File: config.mk
export PLATFORM = sky130hd
export DESIGN_NAME = proc_control_fsm
export DESIGN_NICKNAME = d
export VERILOG_FILES = /design/src/rtl/proc_ctrl_pkg.sv /design/src/rtl/op_decoder.sv /design/src/rtl/proc_control_fsm.sv
export SDC_FILE = /design/constraint.sdc
export NUM_CORES = 1
export LEC_CHECK = 0
export CAP_MARGIN = 30
export CORE_ASPECT_RATIO = 1.75
export CORE_MARGIN = 2
export CORE_UTILIZATION = 45
export CTS_CLUSTER_DIAMETER = 60
export DETAILED_ROUTE_END_ITERATION = 7
export HOLD_SLACK_MARGIN = 0.12
export PLACE_DENSITY = 0.8
export SYNTH_ARGS = -nofsm -noshare
export SYNTH_HDL_FRONTEND = slang
export SYNTH_SLANG_ARGS = --single-unit
export TNS_END_PERCENT = 5
File: constraint.sdc
create_clock -name CLK -period 1.9 [get_ports CLK]
set_input_delay 0.475 -clock CLK [delete_from_list [all_inputs] [get_ports CLK]]
set_output_delay 0.475 -clock CLK [all_outputs]
set_load 0.02 [all_outputs]
File: src/rtl/proc_ctrl_pkg.sv
// Shared encodings for the processor control FSM: state type, opcode and
// funct constants, and the I-type opcode to ALU function mapping.
package proc_ctrl_pkg;

    typedef enum logic [2:0] {
        S_IDLE   = 3'd0,
        S_FETCH  = 3'd1,
        S_DECODE = 3'd2,
        S_EXE    = 3'd3,
        S_WB     = 3'd4
    } state_t;

    localparam logic [5:0] OP_RTYPE = 6'h00;
    localparam logic [5:0] OP_ADDI  = 6'h08;
    localparam logic [5:0] OP_SLTI  = 6'h0A;
    localparam logic [5:0] OP_ANDI  = 6'h0C;
    localparam logic [5:0] OP_ORI   = 6'h0D;
    localparam logic [5:0] OP_NOP   = 6'd63;

    localparam logic [5:0] FUNCT_SLL = 6'h00;
    localparam logic [5:0] FUNCT_SRL = 6'h02;

    localparam logic [5:0] ALU_ADD = 6'h20;
    localparam logic [5:0] ALU_SLT = 6'h2A;
    localparam logic [5:0] ALU_AND = 6'h24;
    localparam logic [5:0] ALU_OR  = 6'h25;

    function automatic logic [5:0] itype_alu_code(input logic [5:0] op);
        logic [5:0] code;
        case (op)
            OP_ADDI: code = ALU_ADD;
            OP_SLTI: code = ALU_SLT;
            OP_ANDI: code = ALU_AND;
            OP_ORI:  code = ALU_OR;
            default: code = 6'h00;
        endcase
        return code;
    endfunction

endpackage

File: src/rtl/op_decoder.sv
// Purely combinational instruction decoder: ALU function, operand-2 source
// selects, immediate extension mode and legality of the incoming opcode.
module op_decoder
    import proc_ctrl_pkg::*;
(
    input  logic [5:0] i_opCode,
    input  logic [5:0] i_funct,
    output logic [5:0] o_aluCode,
    output logic       o_immSel,
    output logic       o_shamtSel,
    output logic       o_signExt,
    output logic       o_legal,
    output logic       o_isNop
);

    always_comb begin
        o_aluCode  = 6'h00;
        o_immSel   = 1'b0;
        o_shamtSel = 1'b0;
        o_signExt  = 1'b0;
        o_legal    = 1'b0;
        o_isNop    = 1'b0;
        case (i_opCode)
            OP_RTYPE: begin
                o_aluCode  = i_funct;
                o_shamtSel = (i_funct == FUNCT_SLL) || (i_funct == FUNCT_SRL);
                o_legal    = 1'b1;
            end
            OP_ADDI, OP_SLTI: begin
                o_aluCode = itype_alu_code(i_opCode);
                o_immSel  = 1'b1;
                o_signExt = 1'b1;
                o_legal   = 1'b1;
            end
            OP_ANDI, OP_ORI: begin
                o_aluCode = itype_alu_code(i_opCode);
                o_immSel  = 1'b1;
                o_legal   = 1'b1;
            end
            OP_NOP: begin
                o_isNop = 1'b1;
            end
            default: begin
                o_legal = 1'b0;
            end
        endcase
    end

endmodule

File: src/rtl/proc_control_fsm.sv
// Control FSM: fetches an instruction, reads operands from the register file,
// waits ALU_LAT cycles in EXE, then writes back, with ack timeouts on both RF phases.
module proc_control_fsm
    import proc_ctrl_pkg::*;
#(
    parameter int DATA_WIDTH  = 32,
    parameter int ALU_LAT     = 1,
    parameter int ACK_TIMEOUT = 64
) (
    input  logic                  CLK,
    input  logic                  RST,
    input  logic                  ENABLE,
    input  logic                  INSTR_VALID,
    input  logic [5:0]            OpCode,
    input  logic [5:0]            Funct,
    input  logic [4:0]            Shamt,
    input  logic [15:0]           Imm,
    input  logic [DATA_WIDTH-1:0] DATA_R1,
    input  logic [DATA_WIDTH-1:0] DATA_R2,
    input  logic                  RF_ACK,
    output logic                  READ,
    output logic                  WRITE,
    output logic [DATA_WIDTH-1:0] ALU_OP1,
    output logic [DATA_WIDTH-1:0] ALU_OP2,
    output logic [5:0]            ALU_Code,
    output logic                  INSTR_DONE,
    output logic                  ILLEGAL,
    output logic                  TIMEOUT,
    output logic                  BUSY
);

    localparam int               ACK_CW   = $clog2(ACK_TIMEOUT + 1);
    localparam logic [ACK_CW-1:0] ACK_LAST = ACK_CW'(ACK_TIMEOUT - 1);
    localparam logic [3:0]        EXE_LOAD = 4'(ALU_LAT);

    state_t                r_state;
    state_t                w_stateNext;
    logic                  r_read;
    logic                  r_write;
    logic                  r_done;
    logic                  r_illegal;
    logic                  r_timeout;
    logic                  r_busy;
    logic [DATA_WIDTH-1:0] r_aluOp1;
    logic [DATA_WIDTH-1:0] r_aluOp2;
    logic [5:0]            r_aluCode;
    logic [3:0]            r_exeCnt;
    logic [3:0]            w_exeCntNext;
    logic [ACK_CW-1:0]     r_ackCnt;
    logic [ACK_CW-1:0]     w_ackCntNext;

    logic [4:0]            r_shamt;
    logic [15:0]           r_imm;
    logic [5:0]            r_decCode;
    logic                  r_immSel;
    logic                  r_shamtSel;
    logic                  r_signExt;

    logic [5:0]            w_decCode;
    logic                  w_decImmSel;
    logic                  w_decShamtSel;
    logic                  w_decSignExt;
    logic                  w_decLegal;
    logic                  w_decNop;

    logic                  w_readNext;
    logic                  w_writeNext;
    logic                  w_doneNext;
    logic                  w_illegalNext;
    logic                  w_timeoutNext;
    logic                  w_accept;
    logic                  w_loadAlu;
    logic [DATA_WIDTH-1:0] w_immExt;
    logic [DATA_WIDTH-1:0] w_op2;

    op_decoder u_decoder (
        .i_opCode   (OpCode),
        .i_funct    (Funct),
        .o_aluCode  (w_decCode),
        .o_immSel   (w_decImmSel),
        .o_shamtSel (w_decShamtSel),
        .o_signExt  (w_decSignExt),
        .o_legal    (w_decLegal),
        .o_isNop    (w_decNop)
    );

    // Decode is resolved at acceptance; only the selected operand-2 source is muxed later.
    assign w_immExt = r_signExt ? DATA_WIDTH'($signed(r_imm)) : DATA_WIDTH'(r_imm);
    assign w_op2    = r_shamtSel ? DATA_WIDTH'(r_shamt) : (r_immSel ? w_immExt : DATA_R2);

    always_comb begin
        w_stateNext   = r_state;
        w_readNext    = 1'b0;
        w_writeNext   = 1'b0;
        w_doneNext    = 1'b0;
        w_illegalNext = 1'b0;
        w_timeoutNext = 1'b0;
        w_accept      = 1'b0;
        w_loadAlu     = 1'b0;
        w_exeCntNext  = r_exeCnt;
        w_ackCntNext  = '0;
        case (r_state)
            S_IDLE: begin
                if (ENABLE) begin
                    w_stateNext = S_FETCH;
                end
            end
            S_FETCH: begin
                if (!ENABLE) begin
                    w_stateNext = S_IDLE;
                end else if (INSTR_VALID) begin
                    if (w_decNop) begin
                        w_doneNext = 1'b1;
                    end else if (w_decLegal) begin
                        w_accept    = 1'b1;
                        w_readNext  = 1'b1;
                        w_stateNext = S_DECODE;
                    end else begin
                        w_illegalNext = 1'b1;
                    end
                end
            end
            S_DECODE: begin
                if (RF_ACK) begin
                    w_loadAlu    = 1'b1;
                    w_exeCntNext = EXE_LOAD;
                    w_stateNext  = S_EXE;
                end else if (r_ackCnt == ACK_LAST) begin
                    w_timeoutNext = 1'b1;
                    w_stateNext   = S_FETCH;
                end else begin
                    w_readNext   = 1'b1;
                    w_ackCntNext = r_ackCnt + ACK_CW'(1);
                end
            end
            S_EXE: begin
                if (r_exeCnt <= 4'd1) begin
                    w_exeCntNext = 4'd0;
                    w_writeNext  = 1'b1;
                    w_stateNext  = S_WB;
                end else begin
                    w_exeCntNext = r_exeCnt - 4'd1;
                end
            end
            S_WB: begin
                if (RF_ACK) begin
                    w_doneNext  = 1'b1;
                    w_stateNext = S_FETCH;
                end else if (r_ackCnt == ACK_LAST) begin
                    w_timeoutNext = 1'b1;
                    w_stateNext   = S_FETCH;
                end else begin
                    w_writeNext  = 1'b1;
                    w_ackCntNext = r_ackCnt + ACK_CW'(1);
                end
            end
            default: begin
                w_stateNext = S_FETCH;
            end
        endcase
    end

    always_ff @(posedge CLK) begin
        if (!RST) begin
            r_state    <= S_FETCH;
            r_read     <= 1'b0;
            r_write    <= 1'b0;
            r_done     <= 1'b0;
            r_illegal  <= 1'b0;
            r_timeout  <= 1'b0;
            r_busy     <= 1'b0;
            r_aluOp1   <= '0;
            r_aluOp2   <= '0;
            r_aluCode  <= '0;
            r_exeCnt   <= '0;
            r_ackCnt   <= '0;
            r_shamt    <= '0;
            r_imm      <= '0;
            r_decCode  <= '0;
            r_immSel   <= 1'b0;
            r_shamtSel <= 1'b0;
            r_signExt  <= 1'b0;
        end else begin
            r_state   <= w_stateNext;
            r_read    <= w_readNext;
            r_write   <= w_writeNext;
            r_done    <= w_doneNext;
            r_illegal <= w_illegalNext;
            r_timeout <= w_timeoutNext;
            r_busy    <= (w_stateNext != S_FETCH) && (w_stateNext != S_IDLE);
            r_exeCnt  <= w_exeCntNext;
            r_ackCnt  <= w_ackCntNext;
            if (w_accept) begin
                r_shamt    <= Shamt;
                r_imm      <= Imm;
                r_decCode  <= w_decCode;
                r_immSel   <= w_decImmSel;
                r_shamtSel <= w_decShamtSel;
                r_signExt  <= w_decSignExt;
            end
            if (w_loadAlu) begin
                r_aluOp1  <= DATA_R1;
                r_aluOp2  <= w_op2;
                r_aluCode <= r_decCode;
            end
        end
    end

    assign READ       = r_read;
    assign WRITE      = r_write;
    assign ALU_OP1    = r_aluOp1;
    assign ALU_OP2    = r_aluOp2;
    assign ALU_Code   = r_aluCode;
    assign INSTR_DONE = r_done;
    assign ILLEGAL    = r_illegal;
    assign TIMEOUT    = r_timeout;
    assign BUSY       = r_busy;

endmodule

==> flow_summary_export.csv <==
group,metric,value,unit
status,status,"complete, no violations",
route,highest_layer,"met4",
grt,antenna_found_initial,0,
route,drtIter0Drc,146,
finish,final_net_count,857,
worst_setup_path,critPathRequiredTime,2200,ps
grt,grt_pass1_wl,22000,µm
worst_setup_path,crit_type,"input port to flip-flop",
synth,avgSynthCellArea,8.92,µm²
die,die_h,144,µm
worst_setup_path,critPathCapture,"r_imm[8]",
synth,synth_area,0.00505,mm²
route,met1_length,5200,µm
grt,groute.usage.overall,22.8,%
worst_setup_path,r2r_slack,140,ps
synth,synth_nets,671,
synth,synthArstFlopShare,0,%
worst_setup_path,start_kind,"input port",
power_and_ir_drop,p_switching,1.21,mW
timing,finalMaxSlewViolations,0,
timing,final.min_clock_period,1860,ps
clocking,post_cts_buffers,0,
power_and_ir_drop,p_comb_share,6.6,%
timing,max_freq,537,MHz
synth,yosys_most_used_dff,"dfxtp_1",
finish,antenna_cells,0,
finish,layout_common_cells,"clkdlybuf4s50_1, nand2_1, dfxtp_1",
worst_setup_path,end_kind,"flip-flop",
power_and_ir_drop,switching_share,20.1,%
die,floorplan.initialDensity,45.7,%
power_and_ir_drop,vdd_ir_drop_max,613,µV
route,antenna_left,0,
finish,final_common_cell,"clkdlybuf4s50_1",
finish,finish.instance_area,0.00768,mm²
power_and_ir_drop,finalPower,6.01,mW
timing,final-setup-viol-count,0,
power_and_ir_drop,clock_power_share,51.2,%
grt,grt_max_degree,62,
finish,area_growth,52.3,%
route,drc,0,
die,io_pins,178,
min_path,min_path_type,"input port to flip-flop",
timing,rsz0062_at_grt,"true",
clocking,clk_latency,410,ps
clocking,clkTransAtPathRegs,50,ps
grt,first_global_vias,4596,
route,wl_met3,607,µm
clocking,clock_sinks,120,
die,die_x,84.1,µm
synth,synth_warnings,0,
route,vias_per_cell,5.20,
synth,ys_seq_area_share,47.6,%
finish,drive_gt1_share,8.52,%
grt,gr-total-overflow,0,
place,post_dp_cell_area,0.00710,mm²
clocking,htreeDepth,4,
place,gp_congestion,0.818,
clocking,cts_buffers,17,
timing,relSlewSlack,67.2,%
synth,synth_edf_count,0,
power_and_ir_drop,power.density,782,mW/mm²
timing,finalCritPeriodShare,98.0,%
route,vias,4657,
job,cap_violations,0,
clocking,root_buffer,"clkbuf_16",
power_and_ir_drop,static-leakage-power,2.73,nW
worst_setup_path,ff2ff_path_depth,6,
route,drt_pass1_iterations,5,
synth,synth_seq_cells,120,
clocking,cts_tree,"done",
timing,skew,9.88,ps
timing,hold_viol,0,
synth,synth_cell_type_count,45,
die,core-area,0.0110,mm²
clocking,clockBufferDepth,2,
finish,nFillCells,896,
synth,syn_inst,566,
route,wl_met2,7390,µm
place,port_buffers,177,
place,dp_hpwl,10100,µm
route,wl_per_cell,15.2,µm
power_and_ir_drop,p_int,4.80,mW
clocking,ctsHoldBuffers,0,
die,dieArea,0.0121,mm²
worst_setup_path,r2r-end,"r_imm[8]",
power_and_ir_drop,seqPwrFrac,42.2,%
die,rows,51,
worst_setup_path,critPathArrivalTime,2160,ps
route,routed_wl,13600,µm
timing,tightestPinTransition,492,ps
worst_setup_path,path_max_fanout,38,
worst_setup_path,cp-startpoint,"ENABLE",
worst_setup_path,r2r-start,"r_state[2]",
layout make-up:
type	instances	area [µm²]	share of cell area [%]
clock buffers	22	474	6.17
multi-input cells	401	2440	31.7
repair buffers	208	2090	27.2
well taps	132	165	2.15
flip-flops and latches	120	2400	31.3
inverters	4	15.0	0.195
clock inverters	8	97.6	1.27
per-layer routing:
metal	up-vias	global-route usage [%]
li1	2301	-
met1	2176	24.0
met2	154	43.1
met3	26	4.57
met4	0	10.4
met5	-	0
timing repair:
action                                  in CTS  in global routing
pin swaps                                    0                  0
gates cloned                                 0                  0
gates resized for setup                      1                  3
endpoints found under the setup margin       1                 21
hold endpoints to repair                     0                  0
registers in the layout, summed over array words and instances, names as in the netlist:
name,flops
BUSY,1
READ,1
INSTR_DONE,1
WRITE,1
r_decCode,6
ALU_Code,6
r_exeCnt,4
ALU_OP1,32
r_ackCnt,7
TIMEOUT,1
r_shamt,5
r_state,3
ILLEGAL,1
r_signExt,1
r_immSel,1
r_shamtSel,1
ALU_OP2,32
r_imm,16
how the worst min path moves through the flow:
| stage | start | endpoint | slack, ps | cells after the start |
|---|---|---|---|---|
| detailed placement | r_ackCnt[0] | r_ackCnt[0] | 440 | 1 |
| finish | RST | READ | 420 | 2 |
| global placement | r_ackCnt[0] | r_ackCnt[0] | 430 | 1 |
| global route | RST | READ | 420 | 2 |
| CTS | RST | INSTR_DONE | 410 | 2 |
| floorplan | r_ackCnt[0] | r_ackCnt[0] | 420 | 1 |
power groups by stage:
stage	combinational (mW)	sequential, mW	clock, mW
after floorplan	0.120	2.59	0
after global placement	0.387	2.59	0
after detailed placement	0.392	2.59	0
after CTS	0.396	2.53	3.14
after global routing	0.420	2.53	3.25
final	0.395	2.54	3.08
synth_stat cells (all sizes together), types with 2 or more instances:
cell type | number | area [µm²]
o211ai | 16 | 120
a22oi | 2 | 15.0
mux2i | 38 | 380
dfxtp | 120 | 2400
nand2b | 6 | 37.5
xor2 | 2 | 17.5
nand2 | 124 | 465
o211a | 4 | 40.0
and3b | 2 | 17.5
nor2b | 37 | 231
nand3 | 8 | 40.0
o22ai | 2 | 12.5
and2 | 5 | 31.3
buf | 22 | 129
inv | 4 | 15.0
a21oi | 18 | 90.1
a32oi | 2 | 17.5
nor3b | 5 | 37.5
ha | 3 | 37.5
nand3b | 2 | 15.0
nand4 | 3 | 18.8
nor3 | 17 | 85.1
xnor2 | 2 | 17.5
nor2 | 20 | 75.1
o21ai | 6 | 30.0
clkbuf | 19 | 71.3
a21boi | 64 | 480
cells by family (layout without fill, tap and decap cells):
group,Yosys count,count (layout),synth area share [%]
AO/OA/AOI/OAI,120,120,16.9
XOR/XNOR,4,4,0.694
adder cells (fa/ha/maj),3,3,0.744
buffers and inverters,45,242,4.26
flip-flops,120,120,47.6
multiplexers,38,38,7.54
AND/OR/NAND/NOR,236,236,22.3
critical path: stages:
cell             delay, ps
clkdlybuf4s50_1        510
and4bb_1               250
nand2_1                110
nor4_4                 230
buf_12                 270
mux2i_1                230
nor2b_1                 60
through the flow:
| stage | utilization, % | cells | setup slack [ps] | hold WS, ps | setup TNS (ps) |
|---|---|---|---|---|---|
| floorplan | - | 566 | 317 | 418 | 0 |
| global placement | 64.4 | 865 | -307 | 428 | -15530 |
| detailed placement | 64.4 | 865 | -394 | 440 | -19220 |
| CTS | 69.5 | 895 | 17.3 | 411 | 0 |
| global route | 69.6 | 895 | -67.7 | 416 | -604 |
| finish | 69.6 | 895 | 37.7 | 422 | 0 |
Power figures use the tool's default switching activity.
